$ cat config.mk
export PLATFORM = sky130hd
export DESIGN_NAME = sram_port_arbiter_flat
export DESIGN_NICKNAME = d
export VERILOG_FILES = /design/src/rtl/sram_port_arbiter_pkg.sv /design/src/rtl/sram_port_arbiter_if.sv /design/src/rtl/sram_port_arbiter_rd_tag_pipe.sv /design/src/rtl/sram_port_arbiter.sv /design/src/flat_wrapper.sv
export SDC_FILE = /design/constraint.sdc
export NUM_CORES = 1
export LEC_CHECK = 0
export CORE_AREA = 2 2 443 445
export DETAILED_ROUTE_END_ITERATION = 12
export DIE_AREA = 0 0 445 447
export PLACE_DENSITY_LB_ADDON = 0.12
export SETUP_SLACK_MARGIN = 0.1
export SLEW_MARGIN = 5
export SYNTH_ARGS = -nofsm -noshare
export SYNTH_HDL_FRONTEND = slang
export SYNTH_SLANG_ARGS = --single-unit
$ cat constraint.sdc
create_clock -name i_clk -period 2.9 [get_ports i_clk]
set_input_delay 0.58 -clock i_clk [delete_from_list [all_inputs] [get_ports i_clk]]
set_output_delay 0.58 -clock i_clk [all_outputs]
set_load 0.005 [all_outputs]
$ cat src/rtl/sram_port_arbiter_pkg.sv
// Shared types for the two-requester SRAM port arbiter.
package sram_port_arbiter_pkg;
  typedef enum logic {ARB_ST, LOCKED_ST} arb_state_t;

  localparam int REQ_HOST = 0;
  localparam int REQ_DMA  = 1;

  typedef struct packed {
    logic v;
    logic id;
  } rd_tag_t;
endpackage

$ cat src/rtl/sram_port_arbiter_if.sv
// Requester- and SRAM-side bundle of the port arbiter; master = requesters/SRAM, slave = arbiter.
interface sram_port_arbiter_if #(
  parameter int IF_W     = 128,
  parameter int IF_ADR_W = 32
);
  logic [1:0]                i_req_valid;
  logic [1:0]                o_req_ready;
  logic [1:0]                i_req_we;
  logic [1:0]                i_req_lock;
  logic [1:0][IF_ADR_W-1:0]  i_req_addr;
  logic [1:0][IF_W-1:0]      i_req_wdata;
  logic [1:0][IF_W-1:0]      i_req_wmask;
  logic [1:0]                o_rsp_valid;
  logic [IF_W-1:0]           o_rsp_data;
  logic [IF_ADR_W-1:0]       o_ram_addr;
  logic [IF_W-1:0]           o_ram_din;
  logic [IF_W-1:0]           o_ram_wmask;
  logic                      o_ram_wren;
  logic                      o_ram_rden;
  logic [IF_W-1:0]           i_ram_dout;
  logic                      o_busy;

  modport master (
    output i_req_valid, i_req_we, i_req_lock, i_req_addr, i_req_wdata, i_req_wmask, i_ram_dout,
    input  o_req_ready, o_rsp_valid, o_rsp_data, o_ram_addr, o_ram_din, o_ram_wmask,
           o_ram_wren, o_ram_rden, o_busy
  );

  modport slave (
    input  i_req_valid, i_req_we, i_req_lock, i_req_addr, i_req_wdata, i_req_wmask, i_ram_dout,
    output o_req_ready, o_rsp_valid, o_rsp_data, o_ram_addr, o_ram_din, o_ram_wmask,
           o_ram_wren, o_ram_rden, o_busy
  );
endinterface

$ cat src/rtl/sram_port_arbiter_rd_tag_pipe.sv
// Fixed-latency read tag delay line: tag loaded at acceptance pops out RD_LAT cycles later.
module rd_tag_pipe
  import sram_port_arbiter_pkg::*;
#(
  parameter int RD_LAT = 2
) (
  input  logic    i_clk,
  input  logic    i_clr,
  input  rd_tag_t i_tag,
  output rd_tag_t o_tag,
  output logic    o_any
);
  rd_tag_t [RD_LAT-1:0] tag_pipe;

  always_ff @(posedge i_clk) begin
    if (i_clr) begin
      tag_pipe <= '0;
    end else begin
      tag_pipe[0] <= i_tag;
      for (int i = 1; i < RD_LAT; i++) tag_pipe[i] <= tag_pipe[i-1];
    end
  end

  assign o_tag = tag_pipe[RD_LAT-1];

  always_comb begin
    o_any = 1'b0;
    for (int i = 0; i < RD_LAT; i++) o_any = o_any | tag_pipe[i].v;
  end
endmodule

$ cat src/rtl/sram_port_arbiter.sv
// Round-robin arbiter with bounded burst locking sharing one SRAM port between host and DMA,
// routing fixed-latency read data back to the issuing requester.
module sram_port_arbiter
  import sram_port_arbiter_pkg::*;
#(
  parameter int IF_W     = 128,
  parameter int IF_ADR_W = 32,
  parameter int RD_LAT   = 2,
  parameter int MAX_LOCK = 16
) (
  input logic                i_clk,
  input logic                i_rst,
  sram_port_arbiter_if.slave bus
);
  localparam int CNT_W = $clog2(MAX_LOCK + 1);

  arb_state_t        state_q, state_n;
  logic              rr_last_q, rr_last_n;
  logic              owner_q, owner_n;
  logic              sel_q, sel_n;
  logic [CNT_W-1:0]  lock_cnt_q, lock_cnt_n;

  logic [1:0]        gnt;
  logic              lock_act, xfer, gid, sel;
  logic [IF_ADR_W-1:0] addr_mux;
  logic [IF_W-1:0]     din_mux, wmask_mux;
  rd_tag_t           tag_in, tag_out;
  logic              tag_any;

  // A locked owner that drops valid releases the port in the same cycle.
  always_comb begin
    gnt      = '0;
    lock_act = (state_q == LOCKED_ST) && bus.i_req_valid[owner_q];
    if (i_rst)                   gnt = '0;
    else if (lock_act)           gnt[owner_q] = 1'b1;
    else if (&bus.i_req_valid)   gnt[~rr_last_q] = 1'b1;
    else                         gnt = bus.i_req_valid;
  end

  assign xfer = |gnt;
  assign gid  = gnt[1];

  always_comb begin
    state_n    = state_q;
    rr_last_n  = rr_last_q;
    owner_n    = owner_q;
    sel_n      = sel_q;
    lock_cnt_n = lock_cnt_q;
    if (lock_act) begin
      rr_last_n  = owner_q;
      sel_n      = owner_q;
      // lock_cnt_n counts this beat; the MAX_LOCK-th beat closes the burst.
      lock_cnt_n = lock_cnt_q + 1'b1;
      if (!bus.i_req_lock[owner_q] || lock_cnt_n == CNT_W'(MAX_LOCK)) begin
        state_n    = ARB_ST;
        lock_cnt_n = '0;
      end
    end else begin
      state_n    = ARB_ST;
      lock_cnt_n = '0;
      if (xfer) begin
        rr_last_n = gid;
        sel_n     = gid;
        if (bus.i_req_lock[gid] && MAX_LOCK > 1) begin
          state_n    = LOCKED_ST;
          owner_n    = gid;
          lock_cnt_n = CNT_W'(1);
        end
      end
    end
  end

  always_ff @(posedge i_clk) begin
    if (i_rst) begin
      state_q    <= ARB_ST;
      rr_last_q  <= 1'(REQ_DMA);
      owner_q    <= 1'(REQ_HOST);
      sel_q      <= 1'(REQ_HOST);
      lock_cnt_q <= '0;
    end else begin
      state_q    <= state_n;
      rr_last_q  <= rr_last_n;
      owner_q    <= owner_n;
      sel_q      <= sel_n;
      lock_cnt_q <= lock_cnt_n;
    end
  end

  // Memory side: idle cycles keep presenting the last granted requester's fields.
  assign sel       = xfer ? gid : sel_q;
  assign addr_mux  = bus.i_req_addr[sel];
  assign din_mux   = bus.i_req_wdata[sel];
  assign wmask_mux = bus.i_req_wmask[sel];

  assign bus.o_ram_addr  = addr_mux;
  assign bus.o_ram_din   = din_mux;
  assign bus.o_ram_wmask = wmask_mux;
  assign bus.o_ram_wren  = xfer &  bus.i_req_we[gid];
  assign bus.o_ram_rden  = xfer & ~bus.i_req_we[gid];
  assign bus.o_req_ready = gnt;

  assign tag_in.v  = bus.o_ram_rden;
  assign tag_in.id = gid;

  rd_tag_pipe #(.RD_LAT(RD_LAT)) u_tag_pipe (
    .i_clk (i_clk),
    .i_clr (i_rst),
    .i_tag (tag_in),
    .o_tag (tag_out),
    .o_any (tag_any)
  );

  assign bus.o_rsp_valid = tag_out.v ? (tag_out.id ? 2'b10 : 2'b01) : 2'b00;
  assign bus.o_rsp_data  = bus.i_ram_dout;
  assign bus.o_busy      = (state_q == LOCKED_ST) | tag_any;
endmodule

$ cat src/flat_wrapper.sv
// flat-port wrapper written by rule: the top's interface ports become plain ports
module sram_port_arbiter_flat import sram_port_arbiter_pkg::*;
#(
  parameter int IF_W     = 128,
  parameter int IF_ADR_W = 32,
  parameter int RD_LAT   = 2,
  parameter int MAX_LOCK = 16
)
  (i_clk, i_rst, bus_i_req_valid, bus_i_req_we, bus_i_req_lock, bus_i_req_addr, bus_i_req_wdata, bus_i_req_wmask, bus_i_ram_dout, bus_o_req_ready, bus_o_rsp_valid, bus_o_rsp_data, bus_o_ram_addr, bus_o_ram_din, bus_o_ram_wmask, bus_o_ram_wren, bus_o_ram_rden, bus_o_busy);
  sram_port_arbiter_if #(.IF_W(IF_W), .IF_ADR_W(IF_ADR_W)) bus_i ();
  input logic i_clk;
  input logic i_rst;
  input wire logic [$bits(bus_i.i_req_valid)-1:0] bus_i_req_valid;
  input wire logic [$bits(bus_i.i_req_we)-1:0] bus_i_req_we;
  input wire logic [$bits(bus_i.i_req_lock)-1:0] bus_i_req_lock;
  input wire logic [$bits(bus_i.i_req_addr)-1:0] bus_i_req_addr;
  input wire logic [$bits(bus_i.i_req_wdata)-1:0] bus_i_req_wdata;
  input wire logic [$bits(bus_i.i_req_wmask)-1:0] bus_i_req_wmask;
  input wire logic [$bits(bus_i.i_ram_dout)-1:0] bus_i_ram_dout;
  output wire logic [$bits(bus_i.o_req_ready)-1:0] bus_o_req_ready;
  output wire logic [$bits(bus_i.o_rsp_valid)-1:0] bus_o_rsp_valid;
  output wire logic [$bits(bus_i.o_rsp_data)-1:0] bus_o_rsp_data;
  output wire logic [$bits(bus_i.o_ram_addr)-1:0] bus_o_ram_addr;
  output wire logic [$bits(bus_i.o_ram_din)-1:0] bus_o_ram_din;
  output wire logic [$bits(bus_i.o_ram_wmask)-1:0] bus_o_ram_wmask;
  output wire logic [$bits(bus_i.o_ram_wren)-1:0] bus_o_ram_wren;
  output wire logic [$bits(bus_i.o_ram_rden)-1:0] bus_o_ram_rden;
  output wire logic [$bits(bus_i.o_busy)-1:0] bus_o_busy;
  assign bus_i.i_req_valid = bus_i_req_valid;
  assign bus_i.i_req_we = bus_i_req_we;
  assign bus_i.i_req_lock = bus_i_req_lock;
  assign bus_i.i_req_addr = bus_i_req_addr;
  assign bus_i.i_req_wdata = bus_i_req_wdata;
  assign bus_i.i_req_wmask = bus_i_req_wmask;
  assign bus_i.i_ram_dout = bus_i_ram_dout;
  assign bus_o_req_ready = bus_i.o_req_ready;
  assign bus_o_rsp_valid = bus_i.o_rsp_valid;
  assign bus_o_rsp_data = bus_i.o_rsp_data;
  assign bus_o_ram_addr = bus_i.o_ram_addr;
  assign bus_o_ram_din = bus_i.o_ram_din;
  assign bus_o_ram_wmask = bus_i.o_ram_wmask;
  assign bus_o_ram_wren = bus_i.o_ram_wren;
  assign bus_o_ram_rden = bus_i.o_ram_rden;
  assign bus_o_busy = bus_i.o_busy;
  sram_port_arbiter #(.IF_W(IF_W), .IF_ADR_W(IF_ADR_W), .RD_LAT(RD_LAT), .MAX_LOCK(MAX_LOCK)) u_core (.i_clk(i_clk), .i_rst(i_rst), .bus(bus_i));
endmodule
; ---- After elaboration in Yosys (flattened, before gate mapping)
; Index checks and enable logic that the tools add are counted.
[totals]
register_bits = 13
inputBits = 712
output_inout_bits = 423
elab_cells = 69
[classes]
addsub = 1
order_cmp = 6
n_eq_ne = 2
muxes = 35
bitwise = 7
reduce_logical = 9
[ops]
columns = cell, n
row1 = $mux W128, 4
row2 = $mux W32, 2
row3 = $mux W1, 19
row4 = $mux W5, 3
row5 = $mux W2, 5
row6 = $lt A1 B2 Y1 const B, 4
row7 = $add A5 B1 Y5 const B, 1
row8 = $eq A5 B5 Y1 const B, 1
row9 = $logic_and A1 B1 Y1, 3
row10 = $not A1 Y1, 3
row11 = $reduce_and A3 Y1, 1
row12 = $and A1 B1 Y1, 2
row13 = $demux W1 S1, 2
row14 = $ge A1 B1 Y1 const B, 2
row15 = $ne A2 B2 Y1 const B, 1
row16 = $or A1 B1 Y1, 2
row17 = $reduce_and A2 Y1, 1
row18 = $reduce_bool A2 Y1, 1
row19 = $reduce_or A2 Y1, 1
row20 = $logic_not A1 Y1, 1
row21 = $logic_or A1 B1 Y1, 1

; ---- Depth between registers and ports, before layout
[depth]
depth_word = 13
ltp_mapped = 8
depth_no_buf = 4

; ---- Hierarchy
; Synthesis repeated with hierarchy kept, for this count alone.
[unflattened]
hier_cells = 519
area_unflattened_um2 = 4998.5
[by_module_without_submodules]
columns = mod, instances, cells_per_inst, area_per_inst_um2, seq_area_each_um2
row1 = sram_port_arbiter, 1, 508, 4872.2, 180.2
row2 = rd_tag_pipe, 1, 11, 126.4, 80.1

; ---- Least setup slack after synthesis
; Ideal clock, no wire load.
[synth_path]
path_type = input-to-output
startpoint = in i_rst
endpoint = out bus_o_ram_addr[0]
t_arrival_ps = 1822
required_ps = 2320
slack_ps = 498
stages = 8
n_path_buf = 4
path_cell_list = buf_6 nand2b_2 nand2b_1 a21oi_1 buf_6 buf_12 buf_12 mux2_4
[synth_via]
elab_chain_cells = 5
[synth_rtl]
columns = item, line_no
row1 = from (decl), flat_wrapper.sv:12  ; input logic i_rst;
row2 = $mux W2 (*), sram_port_arbiter.sv:34  ; if (i_rst) gnt = '0;
row3 = $reduce_or A2 Y1, sram_port_arbiter.sv:40  ; assign xfer = |gnt;
row4 = $mux W1 (*), sram_port_arbiter.sv:90  ; assign sel = xfer ? gid : sel_q;
row5 = $mux W32 (implied by the code) (*) (2 in series), sram_port_arbiter.sv:91  ; assign addr_mux = bus.i_req_addr[sel];
row6 = to (decl), flat_wrapper.sv:23  ; output wire logic [$bits(bus_i.o_ram_addr)-1:0] bus_o_ram_addr;
; Mark *: on every way between the ends. The rest lies on a longest branch, timed or not. The select of a mux whose other input is x is not followed.

; ---- Worst setup path after layout
[layout_path]
startpoint = in i_rst
endpoint = out bus_o_ram_wmask[80]
[layout_via]
elab_chain_cells = 5
[layout_rtl]
columns = item, line_no
row1 = $mux W2 (*), sram_port_arbiter.sv:34
row2 = $reduce_or A2 Y1, sram_port_arbiter.sv:40
row3 = $mux W1 (*), sram_port_arbiter.sv:90
row4 = $mux W128 (implied by the code) (*) (2 in series), sram_port_arbiter.sv:93  ; assign wmask_mux = bus.i_req_wmask[sel];
row5 = to (decl), flat_wrapper.sv:25  ; output wire logic [$bits(bus_i.o_ram_wmask)-1:0] bus_o_ram_wmask;
; Marked as above.

==> results.yml <==
cts:
  cts_tree: "yes"
  clkTransAtPathRegs_ps: 50
  cts_htree_levels: 1
  cts_sinks: 13
  clk_latency_ps: 240
  cts_made_buffers: 3
  root_buffer: "clkbuf_16"
  clk_path_buf_depth: 2
die:
  row_count: 162
  fp.dieArea_um2: 199000
  core_area_um2: 194000
  die_h_um: 447
  io_pins: 1135
  start_util: 0.0316
  die_w_um: 445
drt:
  route.met3.wl_mm: 13.9
  avgRoutedWirePerCell_um: 32.5
  dr.pass1.iters: 4
  route.detailed.drc: 0
  met2_length_mm: 63.7
  drtIter0Drc: 382
  dr.max_layer_used: "met5"
  drt-met1-wl_mm: 48.2
  via_per_inst: 2.10
  finalWirelength_mm: 128
  drt.antenna.violating_nets: 0
  vias: 8261
place:
  placed_area_um2: 17200
  dp_hpwl_mm: 116
  port_buffers: 878
  preCtsSetupSlack_ps: -908
  gp_congestion: 0.947
worst_setup_path:
  worst-r2r-cell-count: 9
  end_kind: "output pin"
  crit_fanout: 8
  worstSetupPathType: "in -> out"
  start_kind: "input pin"
  path_cells: "buf_8, nand2b_4, buf_6, a21oi_4, a21oi_4, buf_12, buf_16, buf_12, buf_8, buf_12, mux2_4, buf_6"
  crit_path_frequent_cell: "buf_12"
  critPathArrivalTime_ps: 2370
  ff2ff_setup_slack_ps: 1220
  required_ps: 2320
  cpPeakStageDelay_ps: 330
  crit-reg2reg-launch: "u_core.state_q$_SDFFE_PP0P_"
  cp_slowest_cell: "mux2_4"
yosys:
  yosys_most_used_dff: "dfxtp_1"
  synth_area_per_cell_um2: 11.9
  synth_cells: 515
  synthArstFlopShare: 0
  ys_warn_count: 0
  seq_area_frac_synth: 0.0425
  synth_edf_count: 0
  synth_area_um2: 6130
  ys_types: 32
  synth_seq_cells: 13
  syn_nets: 1228
run_status:
  violations: "setup timing"
  status: "complete, but fails checks"
min_path:
  min_to: "u_core.u_tag_pipe.o_tag[0]$_SDFF_PP0_"
  hp-class: "reg -> reg"
  hp-start: "u_core.u_tag_pipe.tag_pipe[0]$_SDFF_PP0_"
  holdPathStages: 1
sta:
  worstMarginPinSlew_ps: 531
  fin_crit_sh: 1.02
  maxSlewHeadroom: 0.645
  final.setup_skew_ps: 4.91
  setup_viol: 61
  min_period_ps: 2950
  hold_viol_final: 0
  max_freq_ghz: 0.339
  whs_ps: 452
  finalMaxSlewViolations: 0
  worst_slack_ps: -50.7
  rsz0062_at_grt: "true"
power:
  p_leak_nw: 7.87
  ir_worst_vdd_v: 0.000145
  sequentialPowerShare: 0.036
  p_sw_frac: 0.384
  clkPwrFrac: 0.051
  powerDensity_nw_per_um2: 274
  internal_power_mw: 3.30
  finalPower_mw: 5.35
  p_sw_mw: 2.06
  comb_power_share: 0.913
global_routing:
  grt_pass1_wl_mm: 146
  first_global_vias: 9002
  grt_max_degree: 17
  antenna_found_initial: 62
  grt_overflow: 0
  track_usage: 0.121
finish:
  drive_gt1_frac: 0.536
  final_area_um2: 19500
  nets: 2098
  syn_to_final_growth_pct: 218
flow_run:
  drv_cap: 0
power groups by stage:
stage	sequential (mW)	combinational, mW	clock [mW]
after floorplan	0.195	1.43	0
after detailed placement	0.196	4.15	0
after global placement	0.196	4.18	0
final	0.193	4.89	0.271
after global routing	0.193	5.18	0.285
after CTS	0.193	4.92	0.280
what timing repair did:
action,CTS,global route
resized for setup,1138,136
cloned,17,5
setup endpoints to repair,292,271
hold buffers,0,0
pin swaps,3,1
buffers inserted,69,16
layout by cell type (no fill, tap or decap), drive strengths merged:
cell type,synthesis,routed
a211oi,1,1
a21bo,2,2
a21oi,4,4
a31o,1,1
a31oi,2,2
and2,3,3
buf,161,422
bufbuf,0,1
clkbuf,0,18
clkdlybuf4s50,0,586
dfxtp,13,13
diode,0,7
dlygate4sd2,0,3
ha,1,1
inv,2,2
mux2,290,290
mux2i,1,1
nand2,3,3
nand2b,3,3
nand3,3,3
nand4,1,1
nand4b,3,3
nor2,8,8
nor2b,4,4
nor3,1,1
o211ai,1,1
o21ai,1,1
o21bai,1,1
or2,1,1
or3,1,1
xnor2,1,1
xor2,2,2
synth_stat cells (2+ instances only):
| library cell | instances | area share |
|---|---|---|
| a21oi_1 | 3 | 0.0024 |
| xor2_1 | 2 | 0.0029 |
| inv_1 | 2 | 0.0012 |
| nor2b_1 | 4 | 0.0041 |
| dfxtp_1 | 13 | 0.042 |
| nand2_1 | 3 | 0.0018 |
| buf_4 | 135 | 0.17 |
| a31oi_1 | 2 | 0.0020 |
| mux2_2 | 81 | 0.15 |
| a21bo_2 | 2 | 0.0033 |
| buf_6 | 4 | 0.0073 |
| nand2b_1 | 2 | 0.0020 |
| mux2_4 | 209 | 0.51 |
| nor2_1 | 8 | 0.0049 |
| and2_1 | 3 | 0.0031 |
| nand4b_1 | 3 | 0.0043 |
| nand3_1 | 3 | 0.0024 |
| buf_12 | 22 | 0.072 |
worst max-delay path, delay by kind of cell:
family          cells  cell delay [ps]
compound gates      2              170
buf+inv             8             1080
mux                 1              330
simple gates        1              150
per-layer routing:
layer,vias up,track usage
li1,3478,-
met4,20,0.00565
met3,132,0.0579
met2,642,0.215
met5,-,0.0178
met1,3989,0.134
final cells by class:
class,instances,area [um2]
inverters,2,7.51
fillers,22400,175000
clock buffers,4,78.8
multi-input cells,339,4600
flip-flops and latches,13,260
well taps,2542,3180
diodes,7,17.5
repair buffers,1026,11400
stage by stage:
| step | util | cells | TNS (ps) |
|---|---|---|---|
| 2_1_floorplan | - | 515 | 0 |
| 6_report | 0.101 | 3933 | -1130 |
| 3_5_place_dp | 0.0887 | 3826 | -203270 |
| 4_1_cts | 0.0982 | 3915 | -3510 |
| 3_3_place_gp | 0.0887 | 3826 | -201730 |
| 5_1_grt | 0.100 | 3927 | -5850 |
registers in the layout (all words and copies together) (netlist names), named ones only:
register,flops
u_core.u_tag_pipe.tag_pipe,2
u_core.state_q,1
u_core.u_tag_pipe.o_tag,2
u_core.owner_q,1
u_core.rr_last_q,1
u_core.lock_cnt_q,5
worst max path at each step:
stage	start	to	slack, ps
CTS	i_rst	bus_o_ram_addr[26]	-100
global placement	i_rst	bus_o_ram_din[81]	-900
finish	i_rst	bus_o_ram_wmask[80]	-50
detailed placement	i_rst	bus_o_ram_din[111]	-910
global route	i_rst	bus_o_ram_addr[26]	-90
floorplan	i_rst	bus_o_ram_addr[0]	500
cell families (layout without fill, tap and decap cells):
logic type,Yosys count,count (layout),share of synthesized area
multiplexers,291,291,0.662
AND/OR/NAND/NOR,31,31,0.0280
AO/OA/AOI/OAI,13,13,0.0151
XOR/XNOR,3,3,0.00429
adder cells (fa/ha/maj),1,1,0.00204
buffers and inverters,163,1032,0.246
flip-flops,13,13,0.0425
other,0,7,0
(Power assumes the default switching activity.)
